[config.mk]
export PLATFORM = sky130hd
export DESIGN_NAME = glass_level_sensor
export DESIGN_NICKNAME = d
export VERILOG_FILES = /design/src/rtl/beer_pkg.sv /design/src/rtl/next_strobe_gen.sv /design/src/rtl/glass_level_sensor.sv
export SDC_FILE = /design/constraint.sdc
export NUM_CORES = 1
export LEC_CHECK = 0
export BUFFER_PORTS_ARGS = -buffer_cell sky130_fd_sc_hd__buf_4
export CAP_MARGIN = 20
export CORE_ASPECT_RATIO = 1.2
export CORE_MARGIN = 8
export CORE_UTILIZATION = 50
export CTS_BUF_LIST = sky130_fd_sc_hd__clkbuf_8
export DETAILED_ROUTE_END_ITERATION = 12
export GPL_TIMING_DRIVEN = 0
export PLACE_DENSITY_LB_ADDON = 0.3
export SLEW_MARGIN = 20
export SYNTH_ARGS = -nofsm -noshare
export SYNTH_HDL_FRONTEND = slang
export SYNTH_SLANG_ARGS = --single-unit
export TNS_END_PERCENT = 100
[constraint.sdc]
create_clock -name i_clk -period 1.8 [get_ports i_clk]
set_clock_uncertainty 0.05 [all_clocks]
set_input_delay 0 -clock i_clk [delete_from_list [all_inputs] [get_ports i_clk]]
set_output_delay 0 -clock i_clk [all_outputs]
set_load 0.02 [all_outputs]
[src/rtl/beer_pkg.sv]
// beer_pkg
// Shared definitions for the beer tap / glass sensor slice:
//   - tap state_display encodings (OFF, FOAM, BEER)
//   - beer_level codes (LVL_NONE, LVL_LOW, LVL_POUR, LVL_FULL)
//   - glass sensor FSM state encoding
//   - HIGH/LOW single-bit constants
//   - levelFor(): maps a fill count onto the beer_level code
package beer_pkg;

  localparam logic HIGH = 1'b1;
  localparam logic LOW  = 1'b0;

  typedef enum logic [1:0] {
    OFF  = 2'd0,
    FOAM = 2'd1,
    BEER = 2'd2
  } tap_state_e;

  typedef enum logic [1:0] {
    LVL_NONE = 2'd0,
    LVL_LOW  = 2'd1,
    LVL_POUR = 2'd2,
    LVL_FULL = 2'd3
  } level_e;

  typedef enum logic [1:0] {
    S_NOGLASS = 2'd0,
    S_PRESENT = 2'd1,
    S_FULL    = 2'd2,
    S_SPILL   = 2'd3
  } sensor_state_e;

  // Level code for a glass that is present: below the head threshold the
  // glass reads low, below the full threshold it is in the pour band.
  function automatic level_e levelFor(input int fill, input int foamTh, input int fullTh);
    if (fill < foamTh)      return LVL_LOW;
    else if (fill < fullTh) return LVL_POUR;
    else                    return LVL_FULL;
  endfunction

endpackage

[src/rtl/next_strobe_gen.sv]
// next_strobe_gen
// Free-running square-wave stepping strobe for the beer tap.
// Ports:
//   i_clk   : system clock
//   i_reset : synchronous active-low reset
//   o_next  : registered strobe, high for the first STEP_DIV/2 divider
//             counts of each period; first rising edge on the first clock
//             after reset is released
module next_strobe_gen
  import beer_pkg::*;
#(
  parameter int STEP_DIV = 4
) (
  input  logic i_clk,
  input  logic i_reset,
  output logic o_next
);

  localparam int DIV_W = (STEP_DIV > 2) ? $clog2(STEP_DIV) : 1;

  logic [DIV_W-1:0] r_div;
  logic             r_next;

  // The strobe is registered from the divider value, so during reset it is
  // low and it rises on the very first clock after release.
  always_ff @(posedge i_clk) begin
    if (!i_reset) begin
      r_div  <= '0;
      r_next <= LOW;
    end else begin
      r_div  <= (r_div == DIV_W'(STEP_DIV - 1)) ? '0 : r_div + 1'b1;
      r_next <= (r_div < DIV_W'(STEP_DIV / 2)) ? HIGH : LOW;
    end
  end

  assign o_next = r_next;

endmodule

[src/rtl/glass_level_sensor.sv]
// glass_level_sensor
// Models the glass under the beer tap: integrates poured volume into a
// saturating fill counter, quantises it into the 2-bit beer_level code,
// generates the tap's stepping strobe and raises a sticky spill flag.
// Optional feature: define GLASS_DEBOUNCE_EN to debounce glass_present
// over DEB_CYC cycles; undefined, glass_present is used directly.
// Ports:
//   i_clk           : system clock
//   i_reset         : synchronous active-low reset
//   i_glass_present : glass detected under tap
//   i_beer          : tap beer output
//   i_state_display : tap state (0 off, 1 foam, 2 beer, 3 treated as off)
//   o_beer_level    : 0 no glass, 1 low, 2 pour band, 3 full
//   o_next          : stepping strobe to tap
//   o_fill          : current fill count
//   o_spill         : sticky spill flag
module glass_level_sensor
  import beer_pkg::*;
#(
  parameter int FILL_W    = 8,
  parameter int FOAM_RATE = 1,
  parameter int BEER_RATE = 4,
  parameter int FOAM_TH   = 16,
  parameter int FULL_TH   = 200,
  parameter int SPILL_CYC = 8,
  parameter int STEP_DIV  = 4
`ifdef GLASS_DEBOUNCE_EN
  ,
  parameter int DEB_CYC   = 4
`endif
) (
  input  logic              i_clk,
  input  logic              i_reset,
  input  logic              i_glass_present,
  input  logic              i_beer,
  input  logic [1:0]        i_state_display,
  output logic [1:0]        o_beer_level,
  output logic              o_next,
  output logic [FILL_W-1:0] o_fill,
  output logic              o_spill
);

  localparam int CNT_W = $clog2(SPILL_CYC + 1);

  logic              w_present;
  logic [FILL_W:0]   w_add;
  logic [FILL_W:0]   w_sum;
  logic [FILL_W-1:0] w_fillSat;

  sensor_state_e     r_state;
  logic [FILL_W-1:0] r_fill;
  logic              r_spill;
  logic [CNT_W-1:0]  r_spillCnt;
  logic [1:0]        r_level;

  next_strobe_gen #(
    .STEP_DIV (STEP_DIV)
  ) u_next (
    .i_clk   (i_clk),
    .i_reset (i_reset),
    .o_next  (o_next)
  );

`ifdef GLASS_DEBOUNCE_EN
  localparam int DEB_W = $clog2(DEB_CYC + 1);

  logic             r_present;
  logic [DEB_W-1:0] r_debCnt;

  // Presence only flips after DEB_CYC consecutive samples that disagree
  // with it; any agreeing sample restarts the count.
  always_ff @(posedge i_clk) begin
    if (!i_reset) begin
      r_present <= LOW;
      r_debCnt  <= '0;
    end else if (i_glass_present == r_present) begin
      r_debCnt <= '0;
    end else if (r_debCnt == DEB_W'(DEB_CYC - 1)) begin
      r_present <= i_glass_present;
      r_debCnt  <= '0;
    end else begin
      r_debCnt <= r_debCnt + 1'b1;
    end
  end

  assign w_present = r_present;
`else
  assign w_present = i_glass_present;
`endif

  // Pour increment and saturating sum; the extra carry bit detects
  // overflow so the fill clamps at all-ones instead of wrapping.
  // state_display=3 falls through to a zero increment like OFF.
  always_comb begin
    w_add = '0;
    if (i_beer) begin
      w_add = (FILL_W + 1)'(BEER_RATE);
    end else if (tap_state_e'(i_state_display) == FOAM) begin
      w_add = (FILL_W + 1)'(FOAM_RATE);
    end
    w_sum     = {1'b0, r_fill} + w_add;
    w_fillSat = w_sum[FILL_W] ? '1 : w_sum[FILL_W-1:0];
  end

  // Sensor FSM with registered fill, spill and level. Glass removal wins
  // over any pour in the same cycle. The level is computed from the fill
  // register before this edge's update, so it lags the fill by one cycle.
  always_ff @(posedge i_clk) begin
    if (!i_reset) begin
      r_state    <= S_NOGLASS;
      r_fill     <= '0;
      r_spill    <= LOW;
      r_spillCnt <= '0;
      r_level    <= LVL_NONE;
    end else if (!w_present) begin
      r_state    <= S_NOGLASS;
      r_fill     <= '0;
      r_spill    <= LOW;
      r_spillCnt <= '0;
      r_level    <= LVL_NONE;
    end else begin
      r_level <= levelFor(int'(r_fill), FOAM_TH, FULL_TH);
      case (r_state)
        S_NOGLASS: begin
          r_state <= S_PRESENT;
          r_fill  <= '0;
        end
        S_PRESENT: begin
          r_fill <= w_fillSat;
          if (int'(w_fillSat) >= FULL_TH) r_state <= S_FULL;
        end
        S_FULL: begin
          r_fill <= w_fillSat;
          if (i_beer) begin
            r_spillCnt <= r_spillCnt + 1'b1;
            if (r_spillCnt == CNT_W'(SPILL_CYC - 1)) begin
              r_state <= S_SPILL;
              r_spill <= HIGH;
            end
          end else begin
            r_spillCnt <= '0;
          end
        end
        S_SPILL: begin
          r_fill  <= w_fillSat;
          r_spill <= HIGH;
        end
        default: r_state <= S_NOGLASS;
      endcase
    end
  end

  assign o_beer_level = r_level;
  assign o_fill       = r_fill;
  assign o_spill      = r_spill;

endmodule
## After elaboration in Yosys (flattened, before gate mapping)

Cells that the tools add are included.

- Memory bits (read-only): 0
- Memories kept: 0
- Output and inout port bits: 12
- Register bits after elaboration: 20
- RAM bits: 0
- Latch bits: 0
- Input port bits: 6
- Word-level logic and storage cells: 50

- Reduce and logical (&&, ||, !) cells: 9
- Bitwise operators: 2
- Equal/unequal tests: 9
- Add/subtract/negate cells: 3
- Order comparisons: 4
- Mux-type cells: 15
- Shift operators: 0
- Div/mod/pow operators: 0
- $mul: 0

Operators by type and width:

| cell | number |
|---|---|
| $pmux W8 S2 | 1 |
| $add A8 B9 Y9 | 1 |
| $ge A8 B8 Y1 const B | 1 |
| $lt A8 B5 Y1 const B | 1 |
| $lt A8 B8 Y1 const B | 1 |
| $mux W8 | 1 |
| $eq A2 B2 Y1 const B | 3 |
| $mux W1 | 6 |
| $mux W2 | 3 |
| $ne A2 B2 Y1 const B | 3 |
| $pmux W2 S3 | 1 |
| $reduce_or A3 Y1 | 2 |
| $add A4 B1 Y4 const B | 1 |
| $eq A2 B1 Y1 const B | 2 |
| $eq A4 B3 Y1 const B | 1 |
| $mux W4 | 1 |
| $reduce_and A4 Y1 | 1 |
| $mux W3 | 1 |
| $reduce_and A3 Y1 | 1 |
| $reduce_bool A3 Y1 | 1 |
| $add A2 B1 Y2 const B | 1 |
| $logic_not A2 Y1 | 1 |
| $lt A2 B2 Y1 const B | 1 |
| $not A1 Y1 | 2 |
| 4 further kinds | 4 |

## Logic depth before layout (Yosys ltp)

- Word-level depth: 8
- Mapped depth: 8
- Depth with buffers taken out: 8

## Modules after synthesis

A second synthesis with hierarchy kept.

- Cell total of the unflattened synthesis: 118
- Area, all modules: 1,068.5 µm²

Modules (own cells, without submodules):

| module | cells each | area an instance (µm²) | times used |
|---|---|---|---|
| glass_level_sensor | 111 | 968.4 | 1 |
| next_strobe_gen | 7 | 100.1 | 1 |

## Worst setup path after synthesis

No wires, ideal clock.

- Path type: reg2reg
- Start point: reg r_fill[0], in the netlist o_fill[0]
- End point: reg r_state[0]
- Required time: 1,678 ps
- Period minus slack after synthesis: 1,859 ps
- Arrival: 1,737 ps
- Cell stages (with the launch flop): 8
- Setup time: 72 ps
- Slack: -59 ps
- Cell sequence: dfxtp_1 > ha_1 > ha_1 > a21oi_1 > a311oi_2 > a21oi_1 > o221ai_2 > mux2i_1

- Word-level cells in the longest chain between the ends: 5

Ends and longest elaborated chain:

| element | line | text |
|---|---|---|
| from (decl) | glass_level_sensor.sv:51 | `logic [FILL_W-1:0] r_fill;` |
| from (signal assigned) | glass_level_sensor.sv:129 | `r_fill <= w_fillSat;` |
| from (signal assigned) | glass_level_sensor.sv:133 | `r_fill <= w_fillSat;` |
| from (signal assigned) | glass_level_sensor.sv:145 | `r_fill <= w_fillSat;` |
| $add A8 B9 Y9 | glass_level_sensor.sv:101 | `w_sum = {1'b0, r_fill} + w_add;` |
| $mux W8 | glass_level_sensor.sv:102 | `w_fillSat = w_sum[FILL_W] ? '1 : w_sum[FILL_W-1:0];` |
| $ge A8 B8 Y1 | glass_level_sensor.sv:130 | `if (int'(w_fillSat) >= FULL_TH) r_state <= S_FULL;` |
| $ne A2 B2 Y1 (no source line) | n/a |  |
| $reduce_and A4 Y1 (no source line) | n/a |  |
| to (decl) | glass_level_sensor.sv:50 | `sensor_state_e r_state;` |

Every way passes these cells.
A chain may end at the register's enable or synchronous reset.

## Final worst setup path

Same ends and word-level chain as after synthesis.

==> reports/metrics.csv <==
metric,value,unit
Ports,18,
Final Cell Area,0.00134,mm2
Max Transition Viols Final,0,
Hold Slack,0.0578,ns
Syn Nets,134,
WL/cell,12.6,um
power consumption,864,uW
Period minus WS final,1.71,ns
CP startpoint,o_fill[0],
Pre-antenna DRT Iters,4,
final WL,2.02,mm
max_slew headroom,0.754,
Tcrit/Tclk final,0.951,
largest net degree at the start of global routing,11,
CP startpoint kind,flop,
CP required,1.94,ns
vias,897,
Clock transition at path regs,0.07,ns
Initial Util,0.519,
Layout Cells excl Fill,160,
Die ar.,0.00383,mm2
DP Wirelength,1.56,mm
Fin Setup TNS,0,ns
worst slack at placement,-0.192,ns
crit end category,flop,
synth unique cells,36,
sequential area share after synthesis,0.380,
Area Growth Syn to Fin,27.6,%
DRC violations left,0,
Final Hold Fails,0,
Hold Path Cell Cnt,3,
clock sink count,20,
final setup violation count,0,
Core Footprint,0.00203,mm2
Rows,18,
worst skew pair latency,0.25,ns
Min-Delay Path Class,in -> reg,
DP Cell Count,155,
total track usage,0.112,
worst endpoint data arrival time,1.85,ns
CTS tree,done,
synth warn,0,
root buffer cell,clkbuf_8,
Slew @ Worst Pin,0.368,ns
CTS Buffer Depth,2,
die height,66.3,um
Crit Path Class,reg -> reg,
status,"finished, final reports clean",
end of the critical path,r_state[0],
initial DRC count,28,
Final Util,0.662,
max_cap viols,0,
H-Tree Depth,1,
Max Freq,584,MHz
vias in the first global route,849,
Overflow after GRT,0,
layout cells sized above 1,0.300,
number of diodes,0,
Final #Nets,158,
"commonest non-fill, non-tap cells in the layout","19 x dfxtp_1, 18 x nor2_1, 17 x buf_4",
"reg-to-reg slack, setup",0.09,ns
Post-Syn Instances,118,
post-route setup slack,0.0887,ns
die width,57.9,um
Pleak,0.513,nW
post-synth design cell area,0.00105,mm2
RR Endpoint,r_state[0],
PortBufs,17,
"Setup Fix Bufs, Post-CTS",0,
DR vias/cell,5.61,
Worst Reg-to-Reg Cells,7,
DP Area,0.00121,mm2
maximum VDD drop,0.000416,V
Cell Pwr Density,643,mW/mm2
Placer Congestion,0.865,
DRT antenna net count,0,
"most common cell after layout, fill and taps aside",dfxtp_1,
CP Max Fanout,4,
first-pass GRT wire length,3.48,mm
Seq cells post-synth,20,
worst r2r src,o_fill[0],
CTS Buf Count,3,
syn_area_per_cell,8.92,um2
antenna violations before repair,0,
-- synth_stat cells (all sizes together) --
cell / number / area, um2
nand4b: 1 / 8.76
nor2b: 1 / 6.26
nand4: 2 / 12.5
xor2: 2 / 17.5
o221ai: 1 / 15.0
and3: 1 / 6.26
nand2b: 1 / 6.26
dfxtp: 20 / 400
or3: 1 / 7.51
nor3: 5 / 25.0
nor4b: 1 / 15.0
nor4: 1 / 6.26
nand3: 7 / 35.0
clkbuf: 1 / 3.75
nand2: 8 / 32.5
xnor2: 2 / 17.5
a21oi: 12 / 63.8
a311oi: 1 / 15.0
a21o: 1 / 7.51
o21ai: 1 / 5.00
buf: 4 / 32.5
and3b: 1 / 8.76
or2: 2 / 12.5
mux2: 1 / 11.3
a211oi: 1 / 7.51
mux2i: 2 / 20.0
a31oi: 2 / 18.8
o211ai: 1 / 7.51
inv: 3 / 11.3
ha: 10 / 125
nor3b: 3 / 22.5
nor2: 18 / 67.6
-- state kept, by name (all words and copies together) (netlist names) --
register and count:
o_spill 1, u_next.r_div 2, r_spillCnt 4, o_beer_level 2, u_next.o_next 1, r_state 2, o_fill 8
-- cells by family after synthesis --
kind of cell / Yosys count / share of synthesized area
simple gates: 53 / 0.259
compound gates: 20 / 0.133
mux: 3 / 0.0297
buf+inv: 8 / 0.0452
fa+ha+maj: 10 / 0.119
xor+xnor: 4 / 0.0333
flops: 20 / 0.380
-- cell type report --
cell class,count,area (um2)
clock buffer,3,41.3
timing repair buffer,19,148
tap,20,25.0
buffer,5,36.3
sequential,20,402
inverter,3,11.3
multi-input combinational,90,679
fill,158,684
-- how the worst min path moves through the flow --
stage | end | from
global route | r_spillCnt[1] | i_beer
finish | r_spillCnt[1] | i_beer
CTS | r_spillCnt[1] | i_beer
detailed placement | u_next.o_next | i_reset
global placement | u_next.o_next | i_reset
floorplan | u_next.o_next | i_reset
-- what timing repair did --
item	CTS	global route
pin swaps	2	4
endpoints found under the setup margin	2	2
hold buffers	2	0
hold endpoints to repair	5	0
resized for setup	7	4
-- critical path: stages (launching register included) --
cell and delay, ns:
dfxtp_2 0.34, ha_4 0.18, ha_4 0.18, a21o_1 0.21, a211oi_2 0.21, a21oi_2 0.06
o221ai_2 0.20, mux2i_1 0.21
-- power breakdown --
group | leakage, nW | switching [mW] | total, mW | internal [mW]
clock network | 0.0216 | 0.136 | 0.285 | 0.149
logic | 0.328 | 0.0557 | 0.110 | 0.0546
registers | 0.163 | 0.0102 | 0.468 | 0.458
total | 0.513 | 0.202 | 0.864 | 0.662
-- routing by layer --
metal | track usage | up-vias | routed length [um] | part of all wire
met2 | 0.205 | 11 | 1040 | 0.51
met3 | 0.0311 | 4 | 76 | 0.038
met5 | 0 | - | 0 | 0
li1 | - | 463 | - | -
met1 | 0.116 | 419 | 881 | 0.44
met4 | 0.0460 | 0 | 26 | 0.013
Note: power is estimated with default switching activity, not from simulation.
